File: config.mk
export PLATFORM = sky130hd
export DESIGN_NAME = act_row_injector
export DESIGN_NICKNAME = d
export VERILOG_FILES = /design/src/rtl/act_row_injector.sv
export SDC_FILE = /design/constraint.sdc
export NUM_CORES = 1
export LEC_CHECK = 0
export CORE_MARGIN = 4
export CORE_UTILIZATION = 35
export DETAILED_ROUTE_END_ITERATION = 10
export GPL_ROUTABILITY_DRIVEN = 0
export PLACE_DENSITY = 0.57
export SLEW_MARGIN = 20
export SYNTH_ARGS = -nofsm -noshare
export SYNTH_HDL_FRONTEND = slang
export SYNTH_SLANG_ARGS = --single-unit
File: constraint.sdc
create_clock -name clk -period 2.7 [get_ports clk]
set_input_delay 0.54 -clock clk [delete_from_list [all_inputs] [get_ports clk]]
set_output_delay 0.54 -clock clk [all_outputs]
set_load 0.01 [all_outputs]
File: src/rtl/act_row_injector.sv
// act_row_injector: west-edge activation source for one systolic-array row.
// Buffers activation beats in a small FIFO and drives each with a per-column valid vector.
module act_row_injector #(
    parameter int NUM_COLS   = 4,
    parameter int ACT_BIT    = 8,
    parameter int FIFO_DEPTH = 4,
    parameter int CNT_BIT    = 16
) (
    input  logic                        clk,
    input  logic                        rst_n,
    input  logic [ACT_BIT-1:0]          in_data,
    input  logic [$clog2(NUM_COLS)-1:0] in_col,
    input  logic [1:0]                  in_mode,
    input  logic                        in_valid,
    output logic                        in_ready,
    output logic [ACT_BIT-1:0]          out_data,
    output logic [NUM_COLS-1:0]         out_valid,
    input  logic                        out_ready,
    output logic [$clog2(FIFO_DEPTH):0] fifo_count,
    output logic                        err_pulse,
    output logic [CNT_BIT-1:0]          beats_sent
);

    localparam int COL_W  = $clog2(NUM_COLS);
    localparam int ADDR_W = $clog2(FIFO_DEPTH);
    localparam int PTR_W  = ADDR_W + 1;

    localparam logic [1:0] MODE_UNI   = 2'b00;
    localparam logic [1:0] MODE_BCAST = 2'b01;
    localparam logic [1:0] MODE_SWEEP = 2'b10;
    localparam logic [1:0] MODE_ILL   = 2'b11;

    typedef enum logic {IDLE, SEND} state_e;

    // ------------------------------------------------------------------
    // Input FIFO
    // ------------------------------------------------------------------
    logic [ACT_BIT-1:0] mem_data [FIFO_DEPTH];
    logic [COL_W-1:0]   mem_col  [FIFO_DEPTH];
    logic [1:0]         mem_mode [FIFO_DEPTH];

    logic [PTR_W-1:0] wr_ptr, rd_ptr;
    logic             push, illegal, write_en, pop, fifo_empty;

    assign fifo_count = wr_ptr - rd_ptr;
    assign fifo_empty = (wr_ptr == rd_ptr);
    assign in_ready   = (fifo_count != PTR_W'(FIFO_DEPTH));
    assign push       = in_valid && in_ready;

    // Broadcast ignores the column; unicast and sweep need a real start column.
    assign illegal  = (in_mode == MODE_ILL) ||
                      ((in_mode != MODE_BCAST) && (int'(in_col) >= NUM_COLS));
    assign write_en = push && !illegal;

    // NOTE: storage carries no reset; the pointers alone define which entries are live.
    always_ff @(posedge clk) begin
        if (write_en) begin
            mem_data[wr_ptr[ADDR_W-1:0]] <= in_data;
            mem_col[wr_ptr[ADDR_W-1:0]]  <= in_col;
            mem_mode[wr_ptr[ADDR_W-1:0]] <= in_mode;
        end
    end

    always_ff @(posedge clk or negedge rst_n) begin
        if (!rst_n) begin
            wr_ptr    <= '0;
            rd_ptr    <= '0;
            err_pulse <= 1'b0;
        end else begin
            err_pulse <= push && illegal;
            if (write_en) wr_ptr <= wr_ptr + PTR_W'(1);
            if (pop)      rd_ptr <= rd_ptr + PTR_W'(1);
        end
    end

    // ------------------------------------------------------------------
    // Output sequencer
    // ------------------------------------------------------------------
    state_e           state;
    logic [1:0]       cur_mode;
    logic [COL_W-1:0] cur_col;
    logic             transfer, beat_done;

    logic [ACT_BIT-1:0] head_data;
    logic [COL_W-1:0]   head_col;
    logic [1:0]         head_mode;

    assign head_data = mem_data[rd_ptr[ADDR_W-1:0]];
    assign head_col  = mem_col[rd_ptr[ADDR_W-1:0]];
    assign head_mode = mem_mode[rd_ptr[ADDR_W-1:0]];

    function automatic logic [NUM_COLS-1:0] valid_vec(input logic [1:0]       mode,
                                                      input logic [COL_W-1:0] col);
        if (mode == MODE_BCAST) return '1;
        return NUM_COLS'(1) << col;
    endfunction

    assign transfer  = (|out_valid) && out_ready;
    assign beat_done = (cur_mode != MODE_SWEEP) || (cur_col == COL_W'(NUM_COLS - 1));
    // A finished beat is replaced in the same cycle, so back-to-back beats have no bubble.
    assign pop       = !fifo_empty && ((state == IDLE) || (transfer && beat_done));

    always_ff @(posedge clk or negedge rst_n) begin
        if (!rst_n) begin
            state      <= IDLE;
            out_data   <= '0;
            out_valid  <= '0;
            cur_mode   <= MODE_UNI;
            cur_col    <= '0;
            beats_sent <= '0;
        end else begin
            if (transfer) beats_sent <= beats_sent + CNT_BIT'(1);
            case (state)
                IDLE: begin
                    if (!fifo_empty) begin
                        out_data  <= head_data;
                        out_valid <= valid_vec(head_mode, head_col);
                        cur_mode  <= head_mode;
                        cur_col   <= head_col;
                        state     <= SEND;
                    end
                end
                SEND: begin
                    if (transfer) begin
                        if (!beat_done) begin
                            cur_col   <= cur_col + COL_W'(1);
                            out_valid <= out_valid << 1;
                        end else if (!fifo_empty) begin
                            out_data  <= head_data;
                            out_valid <= valid_vec(head_mode, head_col);
                            cur_mode  <= head_mode;
                            cur_col   <= head_col;
                        end else begin
                            out_valid <= '0;
                            state     <= IDLE;
                        end
                    end
                end
                default: state <= IDLE;
            endcase
        end
    end

endmodule
==> reports/metrics.csv, run 1 <==
metric,value,unit
synth-main-ff-cell,edfxtp_1,
drive_gt1_frac,0.1405,
cts-root-buf,clkbuf_8,
r2r_slack,0.39,ns
num_antenna_cells,0,
ios,49,
slew_violations,0,
critPathArrivalTime,2.04,ns
syn_inst,229,
antenna_left,0,
top_layer_used,met4,
gr-total-overflow,0,
numCtsBuffers,9,
fp-row-count,37,
start_util,0.3610,
regArea,2442,sq um
first_pass_iters,6,
synth_top_area_cell,edfxtp_1,
ys_ff_latch,88,
syn-cell-area,3744,sq um
hold_buffers,0,
wl_met2,3370,um
layout.cells.non_filler,435,
dieArea,12410,sq um
synth.area.top_cells,"edfxtp_1 39%, dfrtp_1 27%, mux4_1 7.0%, xnor2_1 3.0%, ha_1 3.0%",
area_growth,24.00,%
grt_pass1_wl,10940,um
hold_path.class,input port to asynchronous set/reset pin,
ir_drop,316.5,uV
dp_hpwl,4544,um
crit_type,register to primary output,
final_nets,320,
drtIter0Drc,50,
nFillCells,946,
yosys_warnings,0,
ys_async_sr_fraction,0.4545,
cts_tree,done,
final_util,0.4476,
pwr_density_cell,670.2,nW/um^2
synth.most_common_cell,edfxtp_1,
status,"complete, no violations",
cts_buffer_depth,2,
start_kind,register,
portBuffers,48,
synth_nets,255,
netlist-cell-type-count,37,
fmax,387.8,MHz
finalSetupTns,0,ns
numClockSinks,88,
avgViaCountPerCell,4.775,
post-route-min-period,2.579,ns
finalSetupViolations,0,
yosysSeqAreaShare,0.6524,
cts_max_level,3,
holdWs,0.3157,ns
wl_met3,329,um
synth_enable_flop_cells,48,
end_kind,primary output,
relSlewSlack,0.3790,
multi_input_area,1217,sq um
vias,2077,
die_h,111.4,um
synthTopCellsByCount,"48 x edfxtp_1, 40 x dfrtp_1, 15 x nand2_1",
core,10370,sq um
dp.cells,418,
post-route-period-util,0.9551,
power.leakage,1.902,nW
tightest_slew,0.9314,ns
antenna_found_initial,0,
finalPower,0.003111,W
die_w,111.4,um
r2r_start,wr_ptr[0],
m1WireLength,2847,um
cp.required,2.16,ns
fin_worst_skew,0.009788,ns
grt_pass1_vias,2077,
crit_path_max_fanout,3,
insertion_delay,0.35,ns
rsz0062_at_grt,no,
ff2ff_path_depth,8,
gr-usage-all-layers,0.1124,
hold_viol,0,
wire_per_inst,15.24,um
syn-mean-instance-area,16.35,sq um
synth_top_area_share,0.3850,
grt_start_max_net_pins,41,
drc,0,
path_clk_slew,0.10,ns
timing.rr.end,mem_data[1][2],
drv_cap,0,
wirelength,6629,um
==> layout make-up <==
cell class | instances | share of cell area
Sequential cell | 88 | 0.5261
Multi-Input combinational cell | 124 | 0.2623
Clock buffer | 9 | 0.02668
Tap cell | 136 | 0.03666
Clock inverter | 7 | 0.01860
Timing Repair Buffer | 58 | 0.1191
Inverter | 13 | 0.01051
==> cells in the final DEF, fill, tap and decap left out, types with 3 or more instances in the layout <==
master and instances:
and3_1 3, edfxtp_1 48, mux4_1 10, nand4_1 6, xor2_1 7, o2111a_1 3
nand2_1 15, nor3_1 4, clkbuf_8 9, clkinv_8 3, dfrtp_1 40, o21ai_0 4
a21o_1 4, xnor2_1 13, a221o_1 3, nor2_1 8, inv_1 13, mux2_2 9
buf_4 10, nand3_1 5, ha_1 9, a21oi_1 3, clkdlybuf4s50_1 45
==> metrics by stage <==
stage | setup WS [ns] | cell area [sq um]
final | 0.1213 | 4642
after global routing | 0.01325 | 4642
after CTS | 0.002130 | 4638
after detailed placement | 0.1649 | 4422
after global placement | 0.1979 | 4422
after floorplan | 0.06862 | 3744
==> sequential cells by signal, indices dropped and copies added (netlist names) <==
signal	count
beats_sent	16
cur_col	2
cur_mode	2
err_pulse	1
mem_col	8
mem_data	32
mem_mode	8
out_data	8
out_valid	4
rd_ptr	3
state	1
wr_ptr	3
==> routing by layer <==
layer	vias to the layer above	GRT usage
met5	-	0
met4	0	0.02920
met3	5	0.04293
met2	43	0.1962
met1	1028	0.1301
li1	1001	-
==> worst max-delay path by stage <==
stage | slack, ns | to | cells after the start | startpoint
floorplan | 0.07 | mem_col[0][0] | 7 | wr_ptr[0]
global placement | 0.20 | in_ready | 6 | wr_ptr[0]
detailed placement | 0.16 | in_ready | 6 | wr_ptr[0]
CTS | 0.002 | fifo_count[2] | 5 | wr_ptr[0]
global route | 0.01 | fifo_count[1] | 5 | wr_ptr[0]
finish | 0.12 | fifo_count[1] | 5 | wr_ptr[0]
==> worst max-delay path, stage by stage (launching register included) <==
cell and delay [ns]:
dfrtp_1 0.39, inv_1 0.11, ha_1 0.17, fa_1 0.43
inv_1 0.07, clkdlybuf4s50_1 0.52
==> power by group <==
part           total (W)  leakage [nW]  switching [W]  internal [W]
Sequential       0.00162         0.964      0.0000435       0.00158
Combinational   0.000592         0.834       0.000314      0.000278
Clock           0.000898         0.105       0.000527      0.000372
==> cell families after synthesis <==
family | after synthesis | synth area share
fa+ha+maj | 10 | 0.03543
mux | 23 | 0.1153
buf+inv | 17 | 0.02239
simple gates | 46 | 0.05950
xor+xnor | 21 | 0.05314
flops | 88 | 0.6524
compound gates | 24 | 0.06183
==> repair_timing <==
action / in CTS / in global routing
resized for setup: 1 / 2
endpoints found under the setup margin: 3 / 2
setup buffers: 1 / 0
No activity file was read; power rests on OpenSTA's default activity.
==> inputs of run 2 (changes only) <==
--- a/config.mk
+++ b/config.mk
@@ -7,2 +7,3 @@
 export LEC_CHECK = 0
+export CAP_MARGIN = 20
 export CORE_MARGIN = 4
--- a/constraint.sdc
+++ b/constraint.sdc
@@ -3,2 +3,2 @@
 set_output_delay 0.54 -clock clk [all_outputs]
-set_load 0.01 [all_outputs]
+set_load 0.02 [all_outputs]
==> reports/metrics.csv, run 2 (synthesis gave the netlist of run 1 again) <==
metric,value,unit,change
status,"complete, no violations",,
post_cts_buffers,0,,-1
fmax,408.3,MHz,+5.3%
rsz0062_at_grt,no,,
power.leakage,1.909,nW,+0.36%
cts_max_level,3,,unchanged
gr-total-overflow,0,,unchanged
wirelength,6769,um,+2.1%
portBuffers,48,,unchanged
post-route-period-util,0.9071,,-0.04798
cts_tree,done,,
grt_use_met2,0.1878,,-0.008444
drv_cap,0,,unchanged
fin_worst_skew,0.01338,ns,+0.003588 ns
crit_type,register to primary output,,
avgViaCountPerCell,4.763,,-0.24%
drc,0,,unchanged
drive_gt1_frac,0.1371,,-0.003344
grt_use_met1,0.1459,,+0.01582
critPathArrivalTime,1.91,ns,-0.13 ns
hold_viol,0,,unchanged
drtIter0Drc,82,,+64%
fp-row-count,37,,unchanged
gr-usage-all-layers,0.1147,,+0.002299
cts_resized,2,,+1
cp.required,2.16,ns,about the same
path_delay_family,adder cells,,
grt_pass1_vias,2118,,+2.0%
vias,2072,,-0.24%
finalPower,0.003242,W,+4.2%
wire_per_inst,15.56,um,+2.1%
final_nets,320,,unchanged
layout_commonest_cell,edfxtp_1,,
slew_violations,0,,unchanged
numClockSinks,88,,unchanged
cts-root-buf,clkbuf_8,,
first_pass_iters,4,,-2
largest_reg_flops,32,,unchanged
r2r_slack,0.42,ns,+0.03 ns
die_w,111.4,um,unchanged
cp_num_buf_inv,2,,-1
dp_hpwl,4634,um,+2.0%
slowest_delay,0.38,ns,-0.14 ns
post-route-min-period,2.449,ns,-0.1295 ns
start_kind,register,,
relSlewSlack,0.3887,,+0.009687
grt_use_met3,0.04076,,-0.002174
finalSetupViolations,0,,unchanged
num_antenna_cells,0,,unchanged
busiest_layer,met2,,
dieArea,12410,sq um,unchanged
start_util,0.3610,,unchanged
die_h,111.4,um,unchanged
grt_pass1_wl,11180,um,+2.3%
crit_path_top_delay_cell,fa_1,,
grt_start_max_net_pins,41,,unchanged
end_kind,primary output,,
pwr_density_cell,697.5,nW/um^2,+4.1%
insertion_delay,0.35,ns,about the same
cts_buffer_depth,2,,unchanged
core,10370,sq um,unchanged
antenna_left,0,,unchanged
ios,49,,unchanged
path_cells,"inv_1, ha_1, fa_1, xor3_1, dlygate4sd2_1",,
hold_path.class,input port to asynchronous set/reset pin,,
ir_drop,321.2,uV,+1.5%
area_growth,24.16,%,
final_cell_mix,"48 x edfxtp_1, 44 x clkdlybuf4s50_1, 40 x dfrtp_1",,
crit_path_max_fanout,3,,unchanged
hold_buffers,0,,unchanged
tightest_slew,0.9169,ns,-0.01453 ns
path_clk_slew,0.09,ns,about the same
fin_area,4648,sq um,+0.13%
nFillCells,958,,+1.3%
placed_cell_area,4429,sq um,+0.17%
numCtsBuffers,9,,unchanged
antenna_found_initial,0,,unchanged
[run 2: cell types whose count changed in the layout (fill, tap and decap cells not counted)]
cell	delta
bufinv_16	+2
clkbuf_1	+2
clkbuf_2	+1
clkbuf_8	+1
clkdlybuf4s15_1	-1
clkdlybuf4s50_1	-1
clkinv_8	-3
dlygate4sd2_1	+1
inv_6	-1
inv_8	-1
[run 2: area by class of cell]
type / count / area [sq um] / area share
sequential: 88 / 2442 / 0.5254
tap: 136 / 170.2 / 0.03661
multi-input combinational: 124 / 1217 / 0.2619
clock buffer: 12 / 145.1 / 0.03122
timing repair buffer: 58 / 546.8 / 0.1176
inverter: 13 / 48.80 / 0.01050
clock inverter: 4 / 77.57 / 0.01669
[run 2: routing by layer]
layer  routed length [um]  vias to the layer above  part of all wire
met5                    0                        -                 0
met4                   49                        0            0.0072
met3                  304                        5             0.045
met2                 3388                       43              0.50
met1                 3027                     1028              0.45
li1                     -                      996                 -
[run 2: power breakdown]
group / internal [W] / switching, W
registers: 0.00158 / 0.0000412
logic: 0.000266 / 0.000356
clock network: 0.000553 / 0.000449
[run 2: metrics by stage]
stage	TNS, ns	utilization	hold slack, ns	worst slack (ns)	cells
6_report	0	0.4482	0.3246	0.2509	435
5_1_grt	0	0.4482	0.3797	0.1156	435
3_5_place_dp	0	0.4271	0.4649	0.1851	419
3_3_place_gp	0	0.4271	0.4580	0.2106	419
4_1_cts	0	0.4484	0.3455	0.05882	435
2_1_floorplan	-3.494	-	0.2444	-0.09705	229
[run 2: path summary, 6_finish.rpt]
kind | startpoint | to | cells after the start
max | wr_ptr[0] | fifo_count[2] | 5
min | rst_n | out_data[1] | 1
max reg2reg | wr_ptr[0] | mem_mode[0][0] | 8
min reg2reg | beats_sent[15] | beats_sent[15] | 1
max in group asynchronous | rst_n | out_data[4] | 1
min in group clk | beats_sent[15] | beats_sent[15] | 1
